===== config.mk =====
export PLATFORM = sky130hd
export DESIGN_NAME = mem_arbiter
export DESIGN_NICKNAME = d
export VERILOG_FILES = /design/src/rtl/mem_arb_pkg.sv /design/src/rtl/mem_arbiter_rr_pick2.sv /design/src/rtl/mem_arbiter.sv
export SDC_FILE = /design/constraint.sdc
export NUM_CORES = 1
export LEC_CHECK = 0
export CAP_MARGIN = 10
export CORE_AREA = 2 2 79 81
export CTS_BUF_LIST = sky130_fd_sc_hd__clkbuf_4 sky130_fd_sc_hd__clkbuf_8
export CTS_CLUSTER_DIAMETER = 200
export DETAILED_ROUTE_END_ITERATION = 7
export DIE_AREA = 0 0 81 83
export HOLD_SLACK_MARGIN = 0.06
export PLACE_DENSITY_LB_ADDON = 0.25
export SKIP_CTS_REPAIR_TIMING = 1
export SYNTH_ARGS = -nofsm -noshare
export SYNTH_HDL_FRONTEND = slang
export SYNTH_SLANG_ARGS = --single-unit

===== constraint.sdc =====
create_clock -name ck -period 2.3 [get_ports ck]
set_input_delay 0.46 -clock ck [delete_from_list [all_inputs] [get_ports ck]]
set_output_delay 0.46 -clock ck [all_outputs]
set_load 0.02 [all_outputs]

===== src/rtl/mem_arb_pkg.sv =====
// Shared types for the two-requester memory arbiter.
// State encoding and the per-requester request bundle.
package mem_arb_pkg;

   localparam int MEM_AW = 8;
   localparam int MEM_DW = 16;

   typedef enum logic [1:0] {
      IDLE = 2'd0,
      OWN0 = 2'd1,
      OWN1 = 2'd2
   } arb_state_t;

   typedef struct packed {
      logic              req;
      logic              we;
      logic [MEM_AW-1:0] addr;
      logic [MEM_DW-1:0] wdata;
   } req_t;

endpackage


===== src/rtl/mem_arbiter_rr_pick2.sv =====
// Two-way round-robin winner select.
// On contention the requester named by rr_ptr_i wins.
module rr_pick2 (
   input  logic req0_i,
   input  logic req1_i,
   input  logic rr_ptr_i,
   output logic any_o,
   output logic win_o
);

   assign any_o = req0_i | req1_i;
   assign win_o = (req0_i & req1_i) ? rr_ptr_i : req1_i;

endmodule


===== src/rtl/mem_arbiter.sv =====
// Round-robin arbiter for the 256x16 single-port memory.
// Registered grants, bounded hold, 1-cycle read return.
module mem_arbiter
   import mem_arb_pkg::*;
#(
   parameter int AW       = MEM_AW,
   parameter int DW       = MEM_DW,
   parameter int MAX_HOLD = 4
) (
   input  logic          ck,
   input  logic          rst,
   input  logic          req0,
   input  logic          we0,
   input  logic [AW-1:0] addr0,
   input  logic [DW-1:0] wdata0,
   output logic          gnt0,
   output logic          rvalid0,
   output logic [DW-1:0] rdata0,
   input  logic          req1,
   input  logic          we1,
   input  logic [AW-1:0] addr1,
   input  logic [DW-1:0] wdata1,
   output logic          gnt1,
   output logic          rvalid1,
   output logic [DW-1:0] rdata1,
   output logic          mem_ce,
   output logic          mem_we,
   output logic [AW-1:0] mem_addr,
   output logic [DW-1:0] mem_wdata,
   input  logic [DW-1:0] mem_rdata
);

   localparam int HW = $clog2(MAX_HOLD + 1);
   localparam logic [HW-1:0] HOLD_LAST = HW'(MAX_HOLD - 1);

   arb_state_t    state_q;
   logic          rr_q;
   logic [HW-1:0] hold_q;
   logic          rvalid0_q;
   logic          rvalid1_q;
   logic [DW-1:0] rdata0_q;
   logic [DW-1:0] rdata1_q;

   req_t r0;
   req_t r1;
   req_t own;
   logic own1;
   logic acc;
   logic other_req;
   logic pick_any;
   logic pick_win;

   assign r0 = '{req: req0, we: we0, addr: addr0, wdata: wdata0};
   assign r1 = '{req: req1, we: we1, addr: addr1, wdata: wdata1};

   assign own1      = (state_q == OWN1);
   assign own       = own1 ? r1 : r0;
   assign acc       = (state_q != IDLE) & own.req;
   assign other_req = own1 ? req0 : req1;

   assign gnt0    = (state_q == OWN0);
   assign gnt1    = own1;
   assign rvalid0 = rvalid0_q;
   assign rvalid1 = rvalid1_q;
   assign rdata0  = rdata0_q;
   assign rdata1  = rdata1_q;

   // Idle keeps the bus at zero; an owner steers its own fields.
   assign mem_ce    = acc;
   assign mem_we    = acc & own.we;
   assign mem_addr  = (state_q == IDLE) ? '0 : own.addr;
   assign mem_wdata = (state_q == IDLE) ? '0 : own.wdata;

   rr_pick2 u_pick (
      .req0_i  (req0),
      .req1_i  (req1),
      .rr_ptr_i(rr_q),
      .any_o   (pick_any),
      .win_o   (pick_win)
   );

   always_ff @(posedge ck or negedge rst) begin
      if (!rst) begin
         state_q   <= IDLE;
         rr_q      <= 1'b0;
         hold_q    <= '0;
         rvalid0_q <= 1'b0;
         rvalid1_q <= 1'b0;
         rdata0_q  <= '0;
         rdata1_q  <= '0;
      end else begin
         rvalid0_q <= 1'b0;
         rvalid1_q <= 1'b0;
         unique case (state_q)
            IDLE: begin
               if (pick_any)
                  state_q <= pick_win ? OWN1 : OWN0;
            end
            OWN0, OWN1: begin
               if (acc && !own.we) begin
                  if (own1) begin
                     rdata1_q  <= mem_rdata;
                     rvalid1_q <= 1'b1;
                  end else begin
                     rdata0_q  <= mem_rdata;
                     rvalid0_q <= 1'b1;
                  end
               end
               if (!own.req) begin
                  hold_q  <= '0;
                  rr_q    <= ~own1;
                  state_q <= other_req ? (own1 ? OWN0 : OWN1) : IDLE;
               end else if (hold_q == HOLD_LAST) begin
                  // Burst limit: only yield if someone is waiting.
                  hold_q <= '0;
                  if (other_req) begin
                     state_q <= own1 ? OWN0 : OWN1;
                     rr_q    <= own1;
                  end
               end else begin
                  hold_q <= hold_q + 1'b1;
               end
            end
            default: state_q <= IDLE;
         endcase
      end
   end

endmodule


-- Yosys cells after proc, flatten, opt, wreduce, memory -nomap -nowiden
Index checks and enable logic that the tools add are counted.
- eq/ne operators: 8
- bitwise gates (word level): 5
- reduce and logical (&&, ||, !) cells: 9
- $add $sub $neg: 1
- multiplexer cells: 24
- operators by type and width (operator ; count):
    26-bit 2-to-1 mux ; 1
    16-bit 2-to-1 mux ; 1
    2-bit 2-to-1 mux ; 7
    3-bit AND reduction ; 4
    1-bit 2-to-1 mux ; 11
    8-bit 2-to-1 mux ; 1
    3-bit 2-to-1 mux ; 2
    3-bit inequality test, second input constant ; 2
    2-bit by 1-bit inequality test with 1-bit output, second input constant ; 2
    2-bit one-hot mux with 2 select lines ; 1
    3-bit by 1-bit adder with 3-bit output, second input constant ; 1
    1-bit bitwise AND ; 3
    3-bit by 2-bit equality test with 1-bit output, second input constant ; 1
    2-bit by 1-bit equality test with 1-bit output, second input constant ; 1
    2-bit equality test, second input constant ; 1
    2-bit logical NOT ; 1
    2-bit inequality test, second input constant ; 1
    2-bit nonzero test ; 1
    2-bit OR reduction ; 1
    1-bit logical AND ; 1
    1-bit logical NOT ; 1
    1-bit NOT ; 1
    1-bit OR ; 1
- output and inout bits: 62
- word-level logic and storage cells: 54
- bits in registers: 40
- input port bits: 70

-- Logic depth before layout (Yosys ltp)
Gate-level depths: netlist of run 1.
- word-level depth: 6
- gate-level depth with buffers: 8
- gate-level depth less buffers: 6

-- Hierarchy
Synthesis of run 1 repeated with hierarchy kept, for this count alone.
- cell total of the unflattened synthesis: 178
- area total of the unflattened synthesis: 2117.0 µm²
- by module, submodules not included (module ; cells an instance ; times used ; area each (µm²) ; sequential area each (µm²)):
    mem_arbiter ; 175 ; 1 ; 2099.5 ; 1001.0
    rr_pick2 ; 3 ; 1 ; 17.5 ; 0.0

-- Least setup slack after synthesis of run 1
OpenSTA, ideal clock, no wires.
- path type: register to register
- start point: reg state_q[0]
- end point: reg rdata1_q[10] (netlist: rdata1[10])
- arrival time: 2057 ps
- setup time: 125 ps
- stages on the path, launching flop included: 9
- slack: 118 ps
- data required time: 2175 ps
- clock period less this slack: 2182 ps
- buffers on the path: 2
- cell sequence: dfrtp_1 -> inv_1 -> ha_1 -> mux2i_2 -> nor2_2 -> and4_1 -> buf_6 -> buf_12 -> mux2_4
- cells in the longest elaborated chain, start to end: 5
- elaborated cells between the ends (all ways): 9
- classes of those cells: eq/ne: 2; mux: 1; bitwise: 1; reduce/logical: 5
- RTL lines (item ; RTL line ; RTL):
    start, declared ; mem_arbiter.sv:36 ; arb_state_t state_q;
    start signal, assigned ; mem_arbiter.sv:97 ; state_q <= pick_win ? OWN1 : OWN0;
    start signal, assigned ; mem_arbiter.sv:112 ; state_q <= other_req ? (own1 ? OWN0 : OWN1) : IDLE;
    start signal, assigned ; mem_arbiter.sv:117 ; state_q <= own1 ? OWN0 : OWN1;
    2-bit equality test ; mem_arbiter.sv:56 ; assign own1 = (state_q == OWN1);
    26-bit 2-to-1 mux ; mem_arbiter.sv:57 ; assign own = own1 ? r1 : r0;
    1-bit bitwise AND * ; mem_arbiter.sv:58 ; assign acc = (state_q != IDLE) & own.req;
    net mem_ce ; mem_arbiter.sv:26 ; output logic mem_ce,
    1-bit logical AND * ; mem_arbiter.sv:100 ; if (acc && !own.we) begin
    3-bit AND reduction (no source line) * ; -- ;
    end signal, assigned ; mem_arbiter.sv:102 ; rdata1_q <= mem_rdata;
    end, declared ; mem_arbiter.sv:42 ; logic [DW-1:0] rdata1_q;
Mark *: on every way through the listed nets, which the timed path passes. The rest lies on a longest branch.
A chain may end at the register's enable or synchronous reset.

-- Final worst setup path of run 1
- start point: reg state_q[0]
- end point: out mem_we
- cells in the longest elaborated chain, start to end: 4
- elaborated cells between the ends (all ways): 5
- classes of those cells: eq/ne: 1; mux: 1; bitwise: 2; reduce/logical: 1
- RTL lines (item ; RTL line ; RTL):
    2-bit equality test ; mem_arbiter.sv:56 ;
    26-bit 2-to-1 mux ; mem_arbiter.sv:57 ;
    1-bit bitwise AND ; mem_arbiter.sv:58 ;
    1-bit bitwise AND * ; mem_arbiter.sv:70 ; assign mem_we = acc & own.we;
    end, declared ; mem_arbiter.sv:27 ; output logic mem_we,
Every way passes the cells marked *; elsewhere a longest branch is shown, timed or not.

==> results of run 1 <==
[cells by family after synthesis]
| family | count (synthesis) |
|---|---|
| muxes | 62 |
| and+or+nand+nor | 44 |
| AOI/OAI and AO/OA | 11 |
| buffers and inverters | 14 |
| DFF | 40 |
| adders and majority gates | 6 |
[flip-flops by register name, summed over array words and instances, names as in the netlist]
name and cells:
rdata1 16, hold_q 3, state_q 2, rvalid1 1
rvalid0 1, rdata0 16, rr_q 1
[power breakdown]
part	internal [W]	leakage, nW	switching [W]
combinational	0.00160	1.39	0.00145
clock	0.000383	0.0645	0.000236
sequential	0.000996	0.505	0.000163
[cell type report]
| cell class | instances | area share, % |
|---|---|---|
| multi-input cells | 123 | 28.2 |
| clock buffers | 7 | 2.51 |
| repair buffers | 143 | 39.6 |
| well taps | 75 | 2.45 |
| inverters | 4 | 0.392 |
| clock inverters | 1 | 0.783 |
| flip-flops and latches | 40 | 26.1 |
[layer usage]
metal / part of all wire, % / wire length [µm]
met5: 0 / 0
met4: 0.94 / 56
met3: 11 / 673
met2: 47 / 2800
met1: 41 / 2420
[through the flow]
stage | setup TNS (ns) | cells | power, W | util [%] | hold slack (ns)
global route | 0 | 393 | 0.00512 | 65.9 | 0.370
finish | 0 | 393 | 0.00483 | 65.9 | 0.286
floorplan | 0 | 177 | 0.00283 | - | 0.164
CTS | -6.23 | 393 | 0.00490 | 64.4 | 0.316
detailed placement | -0.0676 | 385 | 0.00426 | 62.2 | 0.480
global placement | -0.0412 | 385 | 0.00422 | 62.2 | 0.468
[worst register-to-register path: stages (launching register included)]
cell	delay, ns
dfrtp_1	0.38
inv_1	0.17
ha_4	0.19
buf_12	0.17
mux2i_2	0.24
and4_1	0.28
buf_12	0.19
mux2_2	0.35
[cell usage in the layout, fill, tap and decap left out, types with 5 or more instances in the layout]
master           count
buf_4                7
mux2_4               9
clkdlybuf4s50_1    103
dfrtp_1             40
dlymetal6s2s_1      27
nor2_1              27
mux2_2              23
clkbuf_8             7
mux2i_1             25
ha_1                 5
[worst paths after layout]
| path | from | depth (start not counted) | end |
|---|---|---|---|
| max | state_q[0] | 6 | mem_we |
| min | rst | 1 | rdata0[9] |
| max reg2reg | state_q[0] | 7 | rdata1[5] |
| min reg2reg | hold_q[2] | 1 | hold_q[2] |
| max in group asynchronous | rst | 1 | rdata1[7] |
| min in group ck | hold_q[2] | 1 | hold_q[2] |
==> flow_summary.ini, run 1 <==
[logic_synthesis]
synthDistinctLibCells = 31
synthSimpleGateAreaFrac_pct = 10.0
async_s_r_ff_share_synth_pct = 100
synth_top_family_by_area = multiplexers
yosys_register_bits = 40
synthCells = 177
synth_top_area_cell = dfrtp_1
synth.yosys.warnings = 0
synth_enable_flop_cells = 0
synthAdderAreaFrac_pct = 3.49
primary_ff_master_synth = dfrtp_1
post_synth_mux_area_share_pct = 32.6
mappedNetlistArea_mm2 = 0.00215
sequential_fraction_of_the_synthesis_area_pct = 46.5
post_synth_most_frequent_cells = 40 x dfrtp_1, 27 x nor2_1, 26 x mux2i_1
area_share_of_xor_xnor_cells_in_the_synthesized_design_pct = 0
post-synth-top-count-cell = dfrtp_1
syn-mean-instance-area_um2 = 12.2
yosys.area.top_type_share_pct = 46.5
netlist_top_cells_area = dfrtp_1 47%, mux2i_1 12%, mux2_2 12%
synth_compound_area_share_pct = 3.31
syn-num-nets = 253

[die]
placementRows = 28
die_width_um = 81
floorplan.initialDensity_pct = 37.0
die-area_mm2 = 0.00672
core_area_mm2 = 0.00582
dieHeight_um = 83
io-pin-count = 132

[detailed_routing]
detail_route.iter0.violations = 40
vias_per_cell = 4.66
detail-route-antenna-nets = 0
drc_errors = 0
drt_pre_antenna_iters = 4
wl_um = 5950
via_count = 1830
drt-wirelength-per-cell_um = 15.1

[critical_path]
critical-path-top-delay-family = buffers and inverters
worst-setup-path-type = flop to primary output
timing.reg2reg.setup_slack_ns = 0.23
worstPathRequired_ns = 1.84
crit_slowest_cell = dfrtp_1
critical_path.startpoint_type = flop
path_cells = inv_1 -> ha_4 -> buf_12 -> mux2i_2 -> nor3_1 -> dlymetal6s2s_1
crit_path_max_fanout = 18
worst-endpoint-arrival_ns = 1.70
cp_peak_stage_delay_ns = 0.38
setup.worst_path.end_class = primary output
cp.buffers_inverters = 3

[global_routing]
grt_first_pass_wirelength_um = 9380
grt_met3_usage_pct = 6.30
grt_max_degree = 41
gr-usage-met1_pct = 21.2
via_count_of_the_first_global_routing_pass = 1916
grt_overflow_total = 0
gr-usage-met2_pct = 29.9
grt.total_usage_pct = 17.5
grt_antenna_before_repair = 0
grt.busiest_layer = met2

[place]
gp_congestion = 0.780
post-place-ws_ns = -0.0676
dpl-instance-area_mm2 = 0.00362
numPortBuffers = 131
detailed_place_hpwl_um = 4550

[cts]
clk-insertion-delay-late_ns = 0.29
ctsHtreeMaxLevel = 2
cts_max_path_buffers = 2
cts_tree = built
cts_root_buffer = clkbuf_8
cts.clk_slew.worst_paths_ns = 0.08
cts_buffer_count = 5
clkSinkCount = 40

[timing]
layout_setup_ws_ns = 0.135
slew_headroom_pct = 42.0
max_clock_freq_mhz = 462
hold_viol_final = 0
count_of_final_setup_violators = 0
final-max-slew-violation-count = 0
finalClockSkew_ns = 0.00470
unrepaired_setup_endpoints_after_global_routing = false
measured_slew_at_the_worst_slew_check_pin_ns = 0.870
period_needed_ns = 2.16
min_period_over_period_pct = 94.1

[finish]
layout.nets = 393
multiInputGateArea_mm2 = 0.00108
final_layout_size_suffix_gt1_share_pct = 18.6
sequential_cell_area_mm2 = 0.00100
final_design_area_no_fill_mm2 = 0.00383
final_layout_fill_cell_count = 487
synthToLayoutAreaGrowth_pct = 78.1
num_antenna_cells = 0

[pwr]
vdd.ir_drop.worst_mv = 0.801
static-leakage-power_nw = 1.96
ratio_of_total_power_to_cell_area_mw_per_mm2 = 1260

[run]
maxCapViolations = 0

[status]
status = complete, no violations

[worst_hold_path]
holdCritPathClass = input port to asynchronous set/reset pin
No activity file was read; power rests on OpenSTA's default activity.
==> run 2, diff against run 1 <==
--- a/config.mk
+++ b/config.mk
@@ -9,6 +9,7 @@
 export CORE_AREA = 2 2 79 81
 export CTS_BUF_LIST = sky130_fd_sc_hd__clkbuf_4 sky130_fd_sc_hd__clkbuf_8
 export CTS_CLUSTER_DIAMETER = 200
+export CTS_CLUSTER_SIZE = 10
 export DETAILED_ROUTE_END_ITERATION = 7
 export DIE_AREA = 0 0 81 83
 export HOLD_SLACK_MARGIN = 0.06
==> constraint.sdc (replaced) <==
create_clock -name ck -period 2.15 [get_ports ck]
set_input_delay 0.43 -clock ck [delete_from_list [all_inputs] [get_ports ck]]
set_output_delay 0.43 -clock ck [all_outputs]
set_load 0.02 [all_outputs]
==> run 2 against run 1 <==
Compared with the run above: worst hold slack worse by 0.098 ns; largest power group unchanged; count of clock-buffer cells in the layout is the same; register-to-register slack worse by 0.19 ns.
==> flow_summary.ini, run 2 (synthesis gave the netlist of run 1 again) <==
[status]
status = complete, no violations

[critical_path]
ff2ff_path_depth = 8
cp_peak_stage_delay_ns = 0.43
path_cells = buf_4 -> inv_1 -> ha_1 -> buf_4 -> nor2_2 -> and4_2 -> buf_12 -> mux2_2
crit_path_max_fanout = 17
critical-path-top-delay-family = buffers and inverters
timing.critical_path.from = state_q[1]
setup.worst_path.end_class = flop
worst-setup-path-type = flop to flop
critical_path.startpoint_type = flop
worst-endpoint-arrival_ns = 2.28
worstPathRequired_ns = 2.32
critical_path.most_common_cell = buf_4
r2r-start = state_q[1]
timing.reg2reg.setup_slack_ns = 0.04
crit-reg2reg-capture = rdata1[1]
cp.buffers_inverters = 4
crit_slowest_cell = dfrtp_1

[place]
post-place-ws_ns = -0.153
dpl-instance-area_mm2 = 0.00369
detailed_place_hpwl_um = 4610
gp_congestion = 0.813
numPortBuffers = 131

[cts]
cts_max_path_buffers = 2
cts_tree = built
clk-insertion-delay-late_ns = 0.29
cts.clk_slew.worst_paths_ns = 0.08
ctsHtreeMaxLevel = 2
cts_root_buffer = clkbuf_8
clkSinkCount = 40
cts_buffer_count = 5

[die]
core_area_mm2 = 0.00582
dieHeight_um = 83
die-area_mm2 = 0.00672
placementRows = 28
io-pin-count = 132
floorplan.initialDensity_pct = 37.0
die_width_um = 81

[global_routing]
grt_first_pass_wirelength_um = 9310
grt_overflow_total = 0
grt.total_usage_pct = 17.4
via_count_of_the_first_global_routing_pass = 1971
grt_antenna_before_repair = 0
grt_max_degree = 41

[pwr]
vdd.ir_drop.worst_mv = 0.889
ratio_of_total_power_to_cell_area_mw_per_mm2 = 1370
fin_total_pwr_w = 0.00515
static-leakage-power_nw = 1.72

[timing]
unrepaired_setup_endpoints_after_global_routing = true
max_clock_freq_mhz = 473
finalClockSkew_ns = 0.00528
min_period_over_period_pct = 98.2
count_of_final_setup_violators = 0
slew_headroom_pct = 67.0
period_needed_ns = 2.11
layout_setup_ws_ns = 0.0377
measured_slew_at_the_worst_slew_check_pin_ns = 0.495
smallest_hold_slack_ns = 0.188
hold_viol_final = 0
final-max-slew-violation-count = 0

[detailed_routing]
via_count = 1904
drc_errors = 0
detail_route.iter0.violations = 36
wl_um = 6110
drt_pre_antenna_iters = 4
detail-route-antenna-nets = 0
vias_per_cell = 4.74
drt-wirelength-per-cell_um = 15.2

[worst_hold_path]
holdCritPathClass = input port to asynchronous set/reset pin

[run]
maxCapViolations = 0

[finish]
layout.nets = 402
num_antenna_cells = 0
mostFrequentLayoutCell = clkdlybuf4s50_1
final_design_area_no_fill_mm2 = 0.00375
synthToLayoutAreaGrowth_pct = 74.3
final_layout_size_suffix_gt1_share_pct = 28.1
layout_common_cells = 102 x clkdlybuf4s50_1, 40 x dfrtp_1, 27 x nor2_1
-- run 2: metal layers --
metal / up-vias / routed length [µm] / GRT usage, %
met5: - / 0 / 0
met4: 0 / 85 / 4.16
met3: 9 / 668 / 6.41
met2: 85 / 2950 / 30.7
met1: 900 / 2410 / 19.7
li1: 910 / - / -
-- run 2: final cells by class --
type	count	area (µm²)
clock buffers	7	96.3
clock inverters	1	30.0
fillers	478	2060
inverters	4	15.0
multi-input cells	123	1090
flip-flops and latches	40	1000
well taps	75	93.8
repair buffers	152	1430
-- run 2: worst max-delay path by stage --
stage / cells after the start / slack, ns / to
2_1_floorplan: 8 / 0.009 / rdata1[10]
3_3_place_gp: 4 / -0.13 / mem_we
3_5_place_dp: 4 / -0.15 / mem_we
4_1_cts: 6 / -0.40 / mem_wdata[7]
5_1_grt: 6 / -0.02 / mem_wdata[7]
6_report: 8 / 0.04 / rdata1[1]
-- run 2: where the power goes --
| group | leakage [nW] | internal [W] | switching [W] |
|---|---|---|---|
| clock | 0.0645 | 0.000410 | 0.000253 |
| combinational | 1.15 | 0.00165 | 0.00160 |
| sequential | 0.505 | 0.00107 | 0.000170 |
| total | 1.72 | 0.00313 | 0.00202 |
-- run 2: stage by stage --
| step | util (%) | instances | setup TNS, ns |
|---|---|---|---|
| after detailed placement | 63.4 | 393 | -1.26 |
| after floorplan | - | 177 | 0 |
| after global routing | 64.5 | 402 | -0.0367 |
| final | 64.5 | 402 | 0 |
| after global placement | 63.4 | 393 | -0.332 |
| after CTS | 65.6 | 401 | -9.35 |
